--- src/rtl/tlb_ctrl_pkg.sv ---
// tlb_ctrl_pkg -- shared TLB definitions.
//   TLBNUM          default number of TLB entries
//   TLB_OP_*        CP0 TLB command opcodes carried on cmd_op / resp_op
//   EHI_* / ELO_*   bit positions of the CP0 EntryHi / EntryLo fields
//   tlb_entry_t     one stored TLB entry (tag plus even/odd page pair)
package tlb_ctrl_pkg;

  localparam int TLBNUM = 16;
  localparam int VPN2_W = 19;
  localparam int ASID_W = 8;
  localparam int PFN_W  = 20;

  localparam logic [1:0] TLB_OP_P  = 2'b00;
  localparam logic [1:0] TLB_OP_R  = 2'b01;
  localparam logic [1:0] TLB_OP_WI = 2'b10;
  localparam logic [1:0] TLB_OP_WR = 2'b11;

  localparam int EHI_VPN2_MSB = 31;
  localparam int EHI_VPN2_LSB = 13;
  localparam int EHI_ASID_MSB = 7;
  localparam int EHI_ASID_LSB = 0;

  localparam int ELO_PFN_MSB = 25;
  localparam int ELO_PFN_LSB = 6;
  localparam int ELO_C_MSB   = 5;
  localparam int ELO_C_LSB   = 3;
  localparam int ELO_D       = 2;
  localparam int ELO_V       = 1;
  localparam int ELO_G       = 0;

  typedef struct packed {
    logic [VPN2_W-1:0] vpn2;
    logic [ASID_W-1:0] asid;
    logic              g;
    logic [PFN_W-1:0]  pfn0;
    logic [2:0]        c0;
    logic              d0;
    logic              v0;
    logic [PFN_W-1:0]  pfn1;
    logic [2:0]        c1;
    logic              d1;
    logic              v1;
  } tlb_entry_t;

endpackage

--- src/rtl/tlb_ctrl_entry_match.sv ---
// tlb_entry_match -- combinational tag compare for a single TLB entry.
//   e_vpn2/e_asid/e_g  stored entry tag
//   vpn2/asid          searched virtual page pair and current ASID
//   hit                entry matches (global entries ignore the ASID)
module tlb_entry_match
  import tlb_ctrl_pkg::*;
(
  input  logic [VPN2_W-1:0] e_vpn2,
  input  logic [ASID_W-1:0] e_asid,
  input  logic              e_g,
  input  logic [VPN2_W-1:0] vpn2,
  input  logic [ASID_W-1:0] asid,
  output logic              hit
);

  assign hit = (e_vpn2 == vpn2) && (e_g || (e_asid == asid));

endmodule

--- src/rtl/tlb_ctrl.sv ---
// tlb_ctrl -- TLB array, CP0 TLB command responder and two lookup ports.
//   clk, resetn                    clock, asynchronous active-low reset
//   cmd_valid/cmd_ready/cmd_op     CP0 command handshake (TLBP/TLBR/TLBWI/TLBWR)
//   cmd_entryhi/lo0/lo1/index      CP0 register values sampled at accept
//   flush                          aborts an in-flight command, blocks accept
//   resp_valid/op/found/index      one-cycle response pulse and probe result
//   r_*                            entry read by the last TLBR
//   s0_* / s1_*                    combinational fetch / memory lookup ports
// Build option: define TLB_RANDOM_EN to implement TLBWR with a free-running
// random index; otherwise TLBWR is accepted and answered as a no-op.
module tlb_ctrl #(
  parameter int TLBNUM      = tlb_ctrl_pkg::TLBNUM,
  parameter int PROBE_LANES = 4,
  parameter int IDXW        = $clog2(TLBNUM)
) (
  input  logic            clk,
  input  logic            resetn,
  input  logic            cmd_valid,
  output logic            cmd_ready,
  input  logic [1:0]      cmd_op,
  input  logic [31:0]     cmd_entryhi,
  input  logic [31:0]     cmd_entrylo0,
  input  logic [31:0]     cmd_entrylo1,
  input  logic [IDXW-1:0] cmd_index,
  input  logic            flush,
  output logic            resp_valid,
  output logic [1:0]      resp_op,
  output logic            resp_found,
  output logic [IDXW-1:0] resp_index,
  output logic [18:0]     r_vpn2,
  output logic [7:0]      r_asid,
  output logic            r_g,
  output logic [19:0]     r_pfn0,
  output logic [2:0]      r_c0,
  output logic            r_d0,
  output logic            r_v0,
  output logic [19:0]     r_pfn1,
  output logic [2:0]      r_c1,
  output logic            r_d1,
  output logic            r_v1,
  input  logic [18:0]     s0_vpn2,
  input  logic            s0_odd,
  input  logic [7:0]      s0_asid,
  output logic            s0_found,
  output logic [IDXW-1:0] s0_index,
  output logic [19:0]     s0_pfn,
  output logic [4:0]      s0_cdv,
  input  logic [18:0]     s1_vpn2,
  input  logic            s1_odd,
  input  logic [7:0]      s1_asid,
  output logic            s1_found,
  output logic [IDXW-1:0] s1_index,
  output logic [19:0]     s1_pfn,
  output logic [4:0]      s1_cdv
);
  import tlb_ctrl_pkg::*;

  localparam int NGRP = TLBNUM / PROBE_LANES;
  localparam int GRPW = (NGRP > 1) ? $clog2(NGRP) : 1;

  localparam logic [1:0] S_IDLE  = 2'd0;
  localparam logic [1:0] S_PROBE = 2'd1;
  localparam logic [1:0] S_RESP  = 2'd2;

  logic [1:0]        state;
  logic [GRPW-1:0]   grp;
  logic [VPN2_W-1:0] probe_vpn2;
  logic [ASID_W-1:0] probe_asid;
  tlb_entry_t        tlb [TLBNUM];
  tlb_entry_t        wr_entry;
  logic              accept;
  logic              wr_en;
  logic [IDXW-1:0]   wr_idx;
  logic              unused_cmd_bits;

  assign cmd_ready  = (state == S_IDLE) && !flush;
  assign accept     = cmd_valid && cmd_ready;
  assign resp_valid = (state == S_RESP) && !flush;

  assign unused_cmd_bits = ^{cmd_entryhi[EHI_VPN2_LSB-1:EHI_ASID_MSB+1],
                             cmd_entrylo0[31:ELO_PFN_MSB+1],
                             cmd_entrylo1[31:ELO_PFN_MSB+1]};

  always_comb begin
    wr_entry      = '0;
    wr_entry.vpn2 = cmd_entryhi[EHI_VPN2_MSB:EHI_VPN2_LSB];
    wr_entry.asid = cmd_entryhi[EHI_ASID_MSB:EHI_ASID_LSB];
    // A pair is global only if both halves say so.
    wr_entry.g    = cmd_entrylo0[ELO_G] & cmd_entrylo1[ELO_G];
    wr_entry.pfn0 = cmd_entrylo0[ELO_PFN_MSB:ELO_PFN_LSB];
    wr_entry.c0   = cmd_entrylo0[ELO_C_MSB:ELO_C_LSB];
    wr_entry.d0   = cmd_entrylo0[ELO_D];
    wr_entry.v0   = cmd_entrylo0[ELO_V];
    wr_entry.pfn1 = cmd_entrylo1[ELO_PFN_MSB:ELO_PFN_LSB];
    wr_entry.c1   = cmd_entrylo1[ELO_C_MSB:ELO_C_LSB];
    wr_entry.d1   = cmd_entrylo1[ELO_D];
    wr_entry.v1   = cmd_entrylo1[ELO_V];
  end

`ifdef TLB_RANDOM_EN
  logic [IDXW-1:0] rnd;

  // Free-running down counter; natural wrap 0 -> TLBNUM-1 since TLBNUM is 2^IDXW.
  always_ff @(posedge clk or negedge resetn) begin
    if (!resetn) rnd <= IDXW'(TLBNUM - 1);
    else         rnd <= rnd - 1'b1;
  end

  assign wr_en  = accept && ((cmd_op == TLB_OP_WI) || (cmd_op == TLB_OP_WR));
  assign wr_idx = (cmd_op == TLB_OP_WR) ? rnd : cmd_index;
`else
  assign wr_en  = accept && (cmd_op == TLB_OP_WI);
  assign wr_idx = cmd_index;
`endif

  always_ff @(posedge clk or negedge resetn) begin
    if (!resetn) begin
      for (int i = 0; i < TLBNUM; i++) tlb[i] <= '0;
    end else if (wr_en) begin
      tlb[wr_idx] <= wr_entry;
    end
  end

  // Probe datapath: one group of PROBE_LANES entries compared per cycle.
  logic [PROBE_LANES-1:0] lane_hit;
  logic                   probe_hit;
  logic [IDXW-1:0]        probe_idx;

  for (genvar l = 0; l < PROBE_LANES; l++) begin : g_lane
    logic [IDXW-1:0] eidx;
    assign eidx = IDXW'(int'(grp) * PROBE_LANES + l);
    tlb_entry_match u_match (
      .e_vpn2 (tlb[eidx].vpn2),
      .e_asid (tlb[eidx].asid),
      .e_g    (tlb[eidx].g),
      .vpn2   (probe_vpn2),
      .asid   (probe_asid),
      .hit    (lane_hit[l])
    );
  end

  // Scan downward so the lowest matching lane is the one that sticks.
  always_comb begin
    probe_hit = 1'b0;
    probe_idx = '0;
    for (int l = PROBE_LANES - 1; l >= 0; l--) begin
      if (lane_hit[l]) begin
        probe_hit = 1'b1;
        probe_idx = IDXW'(int'(grp) * PROBE_LANES + l);
      end
    end
  end

  // Probe key is data only; it is qualified by the FSM state.
  always_ff @(posedge clk) begin
    if (accept && (cmd_op == TLB_OP_P)) begin
      probe_vpn2 <= cmd_entryhi[EHI_VPN2_MSB:EHI_VPN2_LSB];
      probe_asid <= cmd_entryhi[EHI_ASID_MSB:EHI_ASID_LSB];
    end
  end

  always_ff @(posedge clk or negedge resetn) begin
    if (!resetn) begin
      state      <= S_IDLE;
      grp        <= '0;
      resp_op    <= 2'b00;
      resp_found <= 1'b0;
      resp_index <= '0;
    end else if (flush) begin
      state <= S_IDLE;
    end else begin
      case (state)
        S_IDLE: begin
          if (accept) begin
            resp_op <= cmd_op;
            if (cmd_op == TLB_OP_P) begin
              grp   <= '0;
              state <= S_PROBE;
            end else begin
              resp_found <= 1'b0;
`ifdef TLB_RANDOM_EN
              if (cmd_op == TLB_OP_WR) resp_index <= rnd;
`endif
              state <= S_RESP;
            end
          end
        end
        S_PROBE: begin
          if (probe_hit) begin
            resp_found <= 1'b1;
            resp_index <= probe_idx;
            state      <= S_RESP;
          end else if (grp == GRPW'(NGRP - 1)) begin
            resp_found <= 1'b0;
            state      <= S_RESP;
          end else begin
            grp <= grp + 1'b1;
          end
        end
        S_RESP:  state <= S_IDLE;
        default: state <= S_IDLE;
      endcase
    end
  end

  // TLBR read-out registers, held until the next TLBR.
  always_ff @(posedge clk or negedge resetn) begin
    if (!resetn) begin
      r_vpn2 <= '0; r_asid <= '0; r_g  <= 1'b0;
      r_pfn0 <= '0; r_c0   <= '0; r_d0 <= 1'b0; r_v0 <= 1'b0;
      r_pfn1 <= '0; r_c1   <= '0; r_d1 <= 1'b0; r_v1 <= 1'b0;
    end else if (accept && (cmd_op == TLB_OP_R)) begin
      r_vpn2 <= tlb[cmd_index].vpn2;
      r_asid <= tlb[cmd_index].asid;
      r_g    <= tlb[cmd_index].g;
      r_pfn0 <= tlb[cmd_index].pfn0;
      r_c0   <= tlb[cmd_index].c0;
      r_d0   <= tlb[cmd_index].d0;
      r_v0   <= tlb[cmd_index].v0;
      r_pfn1 <= tlb[cmd_index].pfn1;
      r_c1   <= tlb[cmd_index].c1;
      r_d1   <= tlb[cmd_index].d1;
      r_v1   <= tlb[cmd_index].v1;
    end
  end

  // Lookup ports: full parallel compare, independent of the FSM.
  logic [VPN2_W-1:0] lk_vpn2  [2];
  logic [ASID_W-1:0] lk_asid  [2];
  logic              lk_odd   [2];
  logic              lk_found [2];
  logic [IDXW-1:0]   lk_idx   [2];
  logic [PFN_W-1:0]  lk_pfn   [2];
  logic [4:0]        lk_cdv   [2];

  assign lk_vpn2[0] = s0_vpn2;
  assign lk_asid[0] = s0_asid;
  assign lk_odd[0]  = s0_odd;
  assign lk_vpn2[1] = s1_vpn2;
  assign lk_asid[1] = s1_asid;
  assign lk_odd[1]  = s1_odd;

  for (genvar p = 0; p < 2; p++) begin : g_port
    logic [TLBNUM-1:0] hit;
    logic              found;
    logic [IDXW-1:0]   idx;

    for (genvar e = 0; e < TLBNUM; e++) begin : g_ent
      tlb_entry_match u_match (
        .e_vpn2 (tlb[e].vpn2),
        .e_asid (tlb[e].asid),
        .e_g    (tlb[e].g),
        .vpn2   (lk_vpn2[p]),
        .asid   (lk_asid[p]),
        .hit    (hit[e])
      );
    end

    always_comb begin
      found = 1'b0;
      idx   = '0;
      for (int e = TLBNUM - 1; e >= 0; e--) begin
        if (hit[e]) begin
          found = 1'b1;
          idx   = IDXW'(e);
        end
      end
    end

    assign lk_found[p] = found;
    assign lk_idx[p]   = idx;
    assign lk_pfn[p]   = !found    ? '0 :
                         lk_odd[p] ? tlb[idx].pfn1 : tlb[idx].pfn0;
    assign lk_cdv[p]   = !found    ? '0 :
                         lk_odd[p] ? {tlb[idx].c1, tlb[idx].d1, tlb[idx].v1}
                                   : {tlb[idx].c0, tlb[idx].d0, tlb[idx].v0};
  end

  assign s0_found = lk_found[0];
  assign s0_index = lk_idx[0];
  assign s0_pfn   = lk_pfn[0];
  assign s0_cdv   = lk_cdv[0];
  assign s1_found = lk_found[1];
  assign s1_index = lk_idx[1];
  assign s1_pfn   = lk_pfn[1];
  assign s1_cdv   = lk_cdv[1];

endmodule

--- config.mk ---
export PLATFORM = sky130hd
export DESIGN_NAME = tlb_ctrl
export DESIGN_NICKNAME = d
export VERILOG_FILES = /design/src/rtl/tlb_ctrl_pkg.sv /design/src/rtl/tlb_ctrl_entry_match.sv /design/src/rtl/tlb_ctrl.sv
export SDC_FILE = /design/constraint.sdc
export NUM_CORES = 2
export LEC_CHECK = 0
export BUFFER_PORTS_ARGS = -buffer_cell sky130_fd_sc_hd__buf_4
export CAP_MARGIN = 20
export CORE_MARGIN = 2
export CORE_UTILIZATION = 35
export DETAILED_ROUTE_END_ITERATION = 10
export SLEW_MARGIN = 10
export SYNTH_ARGS = -nofsm -noshare
export SYNTH_HDL_FRONTEND = slang
export SYNTH_SLANG_ARGS = --single-unit
--- constraint.sdc ---
create_clock -name clk -period 6.2 [get_ports clk]
set_input_delay 0.62 -clock clk [delete_from_list [all_inputs] [get_ports clk]]
set_output_delay 0.62 -clock clk [all_outputs]
set_load 0.005 [all_outputs]
# Word level (Yosys, flattened, before mapping)
# Index checks and enable logic that the tools add are counted.
# op_classes
n_addsub,4
mux,120
n_reduce_logical,88
n_eq_ne,85
magnitude_cmp,8
n_bitwise,9
# op_table
cell,n
$bmux W78 S4,7
$bwmux W1248,1
$mux W78,11
$eq A19 B19 Y1,36
$demux W78 S4,1
$eq A8 B8 Y1,36
$mux W50,4
$mux W4,36
$mux W20,4
$logic_and A1 B1 Y1,43
$mux W1,40
$logic_or A1 B1 Y1,36
$ge A5 B5 Y1 const B,7
$not A4 Y5,7
$mux W5,4
$mux W2,9
$add A4 B2 Y4 const B,2
$ne A2 B2 Y1 const B,4
$pmux W2 S2,2
$eq A2 B2 Y1 const B,3
$ne A3 B3 Y1 const B,2
$reduce_and A3 Y1,2
$reduce_and A6 Y1,1
$lt A5 B1 Y1 const B,1
13 further kinds,15
# totals
output_inout_bits,147
elab_cells,508
register_bits,1364

# Longest topological paths before layout
# logic_depth
word_depth,25
mapped_depth,18

# Modules after synthesis
# Synthesis repeated with hierarchy kept, for this count alone.
# hier_totals
hier_cells,7221
area_unflattened_um2,88016.9
# modules_own_cells
mod,area_per_inst_um2,instances,cells_per_inst
tlb_ctrl,77206.5,1,5889
tlb_entry_match,300.3,36,37

# Least setup slack after synthesis
# No wires, ideal clock.
# synth_timing
path_type,input to output
startpoint,input port s1_vpn2[0]
endpoint,output port s1_pfn[10]
arrival_time_ns,3.712
path_buffers,4
required_time_ns,5.580
path_stages,14
slack_ns,1.868
cell_sequence,clkbuf_1 -> buf_2 -> xnor2_1 -> nand3_1 -> or4_1 -> a211oi_1 -> o311ai_1 -> a21oi_2 -> buf_2 -> clkbuf_1 -> nand2_1 -> a32oi_1 -> o2111ai_1 -> nor4_1
# synth_between
elab_chain_len,24
# synth_lines
item,line_no,rtl
"start, declared",tlb_ctrl.sv:48,"input logic [18:0] s1_vpn2,"
$eq A19 B19 Y1,tlb_ctrl_entry_match.sv:16,assign hit = (e_vpn2 == vpn2) && (e_g || (e_asid == asid));
$logic_and A1 B1 Y1,tlb_ctrl_entry_match.sv:16,
$mux W4 (16 in series),tlb_ctrl.sv:263,if (hit[e]) begin
$not A4 Y5 (implied by the code),tlb_ctrl.sv:273,lk_odd[p] ? tlb[idx].pfn1 : tlb[idx].pfn0;
$bmux W78 S4,tlb_ctrl.sv:273,
$mux W50 (2 in series),-,
$mux W20,tlb_ctrl.sv:273,
$mux W20 *,tlb_ctrl.sv:272,assign lk_pfn[p] = !found ? '0 :
"end, declared",tlb_ctrl.sv:53,"output logic [19:0] s1_pfn,"
# Mark *: on every way between the ends. The rest lies on a longest branch, timed or not. The select of a mux whose other input is x is not followed.

# Final worst setup path
# layout_timing
startpoint,register tlb[622] (netlist name)
endpoint,output port s0_pfn[8]
# layout_between
elab_chain_len,17
# layout_lines
item,line_no,rtl
"start, declared",tlb_ctrl.sv:69,tlb_entry_t tlb [TLBNUM];
"start signal, assigned by index",tlb_ctrl.sv:120,tlb[wr_idx] <= wr_entry;
$eq A19 B19 Y1 *,tlb_ctrl_entry_match.sv:16,
$logic_and A1 B1 Y1 *,tlb_ctrl_entry_match.sv:16,
$mux W4 (9 in series),tlb_ctrl.sv:263,
$not A4 Y5 (implied by the code),tlb_ctrl.sv:273,
$bmux W78 S4,tlb_ctrl.sv:273,
$mux W50 (2 in series),-,
$mux W20,tlb_ctrl.sv:273,
$mux W20 *,tlb_ctrl.sv:272,
"end, declared",tlb_ctrl.sv:46,"output logic [19:0] s0_pfn,"
# Marked as above.

==> out/metrics.yaml <==
cts:
  cts_tree: "built"
  ctsHtreeMaxLevel: 4
  cts_buffers: 165
  clockBufferDepth: 3
  cts.clk_slew.worst_paths_ns: 0.06
  clock-sinks: 1364
  clock_latency_ns: 0.87
  cts-root-buf: "clkbuf_16"
placement:
  globalplace.congestion: 1.03
  port_buffers: 291
  hpwlAfterDp_um: 287000
  dp.cells: 11200
yosys:
  synth_common_cells: "dfrtp_1, mux2_2, nand2_1"
  syn_inst: 7609
  synth_seq_cells: 1364
  ys_seq_area_share_pct: 39.1
  yosys.area.top_type_share_pct: 38.2
  synth_largest_area_cell: "dfrtp_1"
  synth_cell_types: 71
  netlist_top_cells_area: "dfrtp_1, mux2_2, mux4_2"
  syn_area_mm2: 0.0876
  syn_area_per_cell_um2: 11.5
  synth.most_common_cell: "dfrtp_1"
  ys.flop_type: "dfrtp_1"
  synth_edf_count: 27
  async_flop_share_pct: 98.0
  yosysWarnings: 0
  synth.net_count: 7772
timing:
  skew_ns: 0.0328
  fmax_mhz: 162
  fin_crit_sh_pct: 99.3
  holdWs_ns: 0.0793
  worstMarginPinSlew_ns: 1.24
  slew_violations: 0
  fin_crit_ns: 6.16
  timing.final.hold_violations: 0
  setup_viol: 0
  slew_headroom_pct: 17.3
global_routing:
  grt_max_degree: 177
  grt.overflow.total: 0
  grt_usage_pct: 32.0
  antenna_found_initial: 45
  grt_pass1_wl_um: 581000
  first_global_vias: 71500
power:
  p_seq_share_pct: 42.2
  p_int_mw: 17.6
  p_clk_share_pct: 40.7
  switching_share_pct: 30.7
  p_switching_mw: 7.80
  power_frac_comb_pct: 17.2
  ir_drop_mv: 0.237
  power_density_mw_per_mm2: 243
  p_leak_nw: 45.4
worst_hold_path:
  whs_endpoint: "resp_op[0]"
  min_path_cells: 2
  hold_class: "input port to flip-flop"
  min_from: "cmd_op[0]"
worst_setup_path:
  crit_type: "flip-flop to output pin"
  ff2ff_path_depth: 11
  r2r_end: "grp[0]"
  crit_path_top_delay_cell: "dfrtp_1"
  path_cells: "xor2_1 > nor4_2 > buf_4 > nand4_1 > buf_4 > nor3_1 > buf_4 > nand2b_1 > and3b_1 > nor4_2 > buf_4 > or2_2 > buf_4 > o2111ai_1 > nor4_2 > buf_4 > buf_4"
  worstPathRequired_ns: 5.58
  reg2reg_slack_ns: 1.26
  arrival_ns: 5.54
  cp_common_cell: "buf_4"
  endpoint_kind: "output pin"
  critPathLaunchType: "flip-flop"
  crit_fanout: 13
  r2r_start: "grp[0]"
  critical-path-max-stage-delay_ns: 0.56
finish:
  final_layout_size_suffix_gt1_share_pct: 39.6
  multiInputGateArea_mm2: 0.0509
  final_core_util_pct: 42.1
  layoutNonFillerInstCount: 11600
  regArea_mm2: 0.0343
  nNetsFinal: 8254
  fill_cells: 23300
  area_delta_synth_final_pct: 19.6
routing:
  antenna_left: 0
  wl_per_cell_um: 36.3
  avgViaCountPerCell: 6.37
  num_vias: 73800
  drt_wl_total_um: 420000
  first_pass_iters: 6
  drt_iter0_drc: 10700
  drc_errors: 0
die:
  fp.dieH_um: 504
  die_width_um: 504
  coreArea_mm2: 0.249
  start_util_pct: 35.2
  die-area_mm2: 0.254
  io_pins: 309
  fp-row-count: 183
flow_run:
  cap_violations: 0
run_status:
  status: "complete, no violations"
metal layers:
layer,GRT usage [%],vias to the layer above,part of all wire [%]
li1,-,29000,-
met1,42.9,38200,39
met2,46.7,5358,43
met3,8.77,1170,11
met4,17.9,26,6.5
met5,0,-,0.040
registers in the layout, indices dropped and copies added, names as in the netlist:
name,cells
probe_vpn2,19
r_vpn2,19
r_d1,1
r_asid,8
probe_asid,8
r_c1,3
r_pfn1,20
r_d0,1
r_g,1
r_v1,1
resp_index,4
resp_found,1
r_v0,1
grp,2
resp_op,2
state,2
tlb,1248
r_pfn0,20
r_c0,3
area by class of cell:
type	instances	share of cell area, %
clock inverter	61	0.843
timing repair buffer	1011	9.08
inverter	18	0.0645
sequential	1364	32.7
tap	3330	3.98
clock buffer	242	4.66
multi-input combinational	5531	48.6
antenna	19	0.0454
worst max-delay path, delay by kind of cell (launching register included):
family / cells / cell delay [ns]
AOI/OAI and AO/OA: 1 / 0.26
xor gates and xnor gates: 1 / 0.26
buffers and inverters: 7 / 1.62
DFF: 1 / 0.56
and+or+nand+nor: 8 / 1.96
metrics by stage:
stage	worst slack (ns)	TNS [ns]	power [mW]	area, um^2
3_5_place_dp	-0.202	-0.202	15.1	98000
2_1_floorplan	1.87	0	13.0	87600
6_report	0.0421	0	25.4	105000
3_3_place_gp	-0.213	-0.213	15.0	97900
4_1_cts	-0.00199	-0.00199	25.4	104000
5_1_grt	-0.000354	-0.000354	26.2	105000
timing repair:
item	CTS	global route
endpoints found under the hold margin	111	0
cloned	3	3
hold buffers	1	0
pin swaps	3	15
setup buffers	9	15
resized for setup	40	67
endpoints found under the setup margin	40	50
cell usage in the layout (no fill, tap or decap), drive strengths merged, types with 25 or more instances in the layout:
cell type / instances
clkinv: 37
nand4: 62
nor4: 266
o21ai: 27
nor3: 33
nor2: 37
dfrtp: 1337
xor2: 796
nand3: 344
edfxtp: 27
a21oi: 54
o2111ai: 33
mux4: 502
xnor2: 176
a32oi: 194
clkbuf: 246
o22ai: 35
mux2i: 256
inv: 25
a31oi: 115
nand2: 1141
buf: 1003
mux2: 1314
power groups by stage:
stage | sequential [mW] | combinational, mW | clock, mW
2_1_floorplan | 10.3 | 2.68 | 0
3_3_place_gp | 10.8 | 4.21 | 0
3_5_place_dp | 10.8 | 4.25 | 0
4_1_cts | 10.7 | 4.29 | 10.5
5_1_grt | 10.8 | 4.56 | 10.8
6_report | 10.7 | 4.37 | 10.3
logic make-up (layout without fill, tap and decap cells):
logic type               count (synthesis)  count (layout)  synth area share, %
AND/OR/NAND/NOR                       1944            1944                 10.1
flip-flops                            1364            1364                 39.1
buffers and inverters                  714            1332                 3.67
multiplexers                          2072            2072                 32.7
XOR/XNOR                               972             972                 9.72
other                                    0              19                    0
adder cells (fa/ha/maj)                  1               1               0.0143
AO/OA/AOI/OAI                          542             542                 4.70
worst max-delay path by stage:
stage                      from    endpoint  slack [ns]  cells past startpoint
global placement    s0_vpn2[11]   s0_cdv[0]       -0.21                     20
CTS                    tlb[147]   s0_pfn[7]      -0.002                     20
global route           tlb[838]   s0_pfn[8]     -0.0004                     17
finish                 tlb[622]   s0_pfn[8]        0.04                     17
floorplan            s1_vpn2[0]  s1_pfn[10]        1.87                     14
detailed placement   s0_asid[1]   s0_cdv[0]       -0.20                     18
No activity file was read; power rests on OpenSTA's default activity.
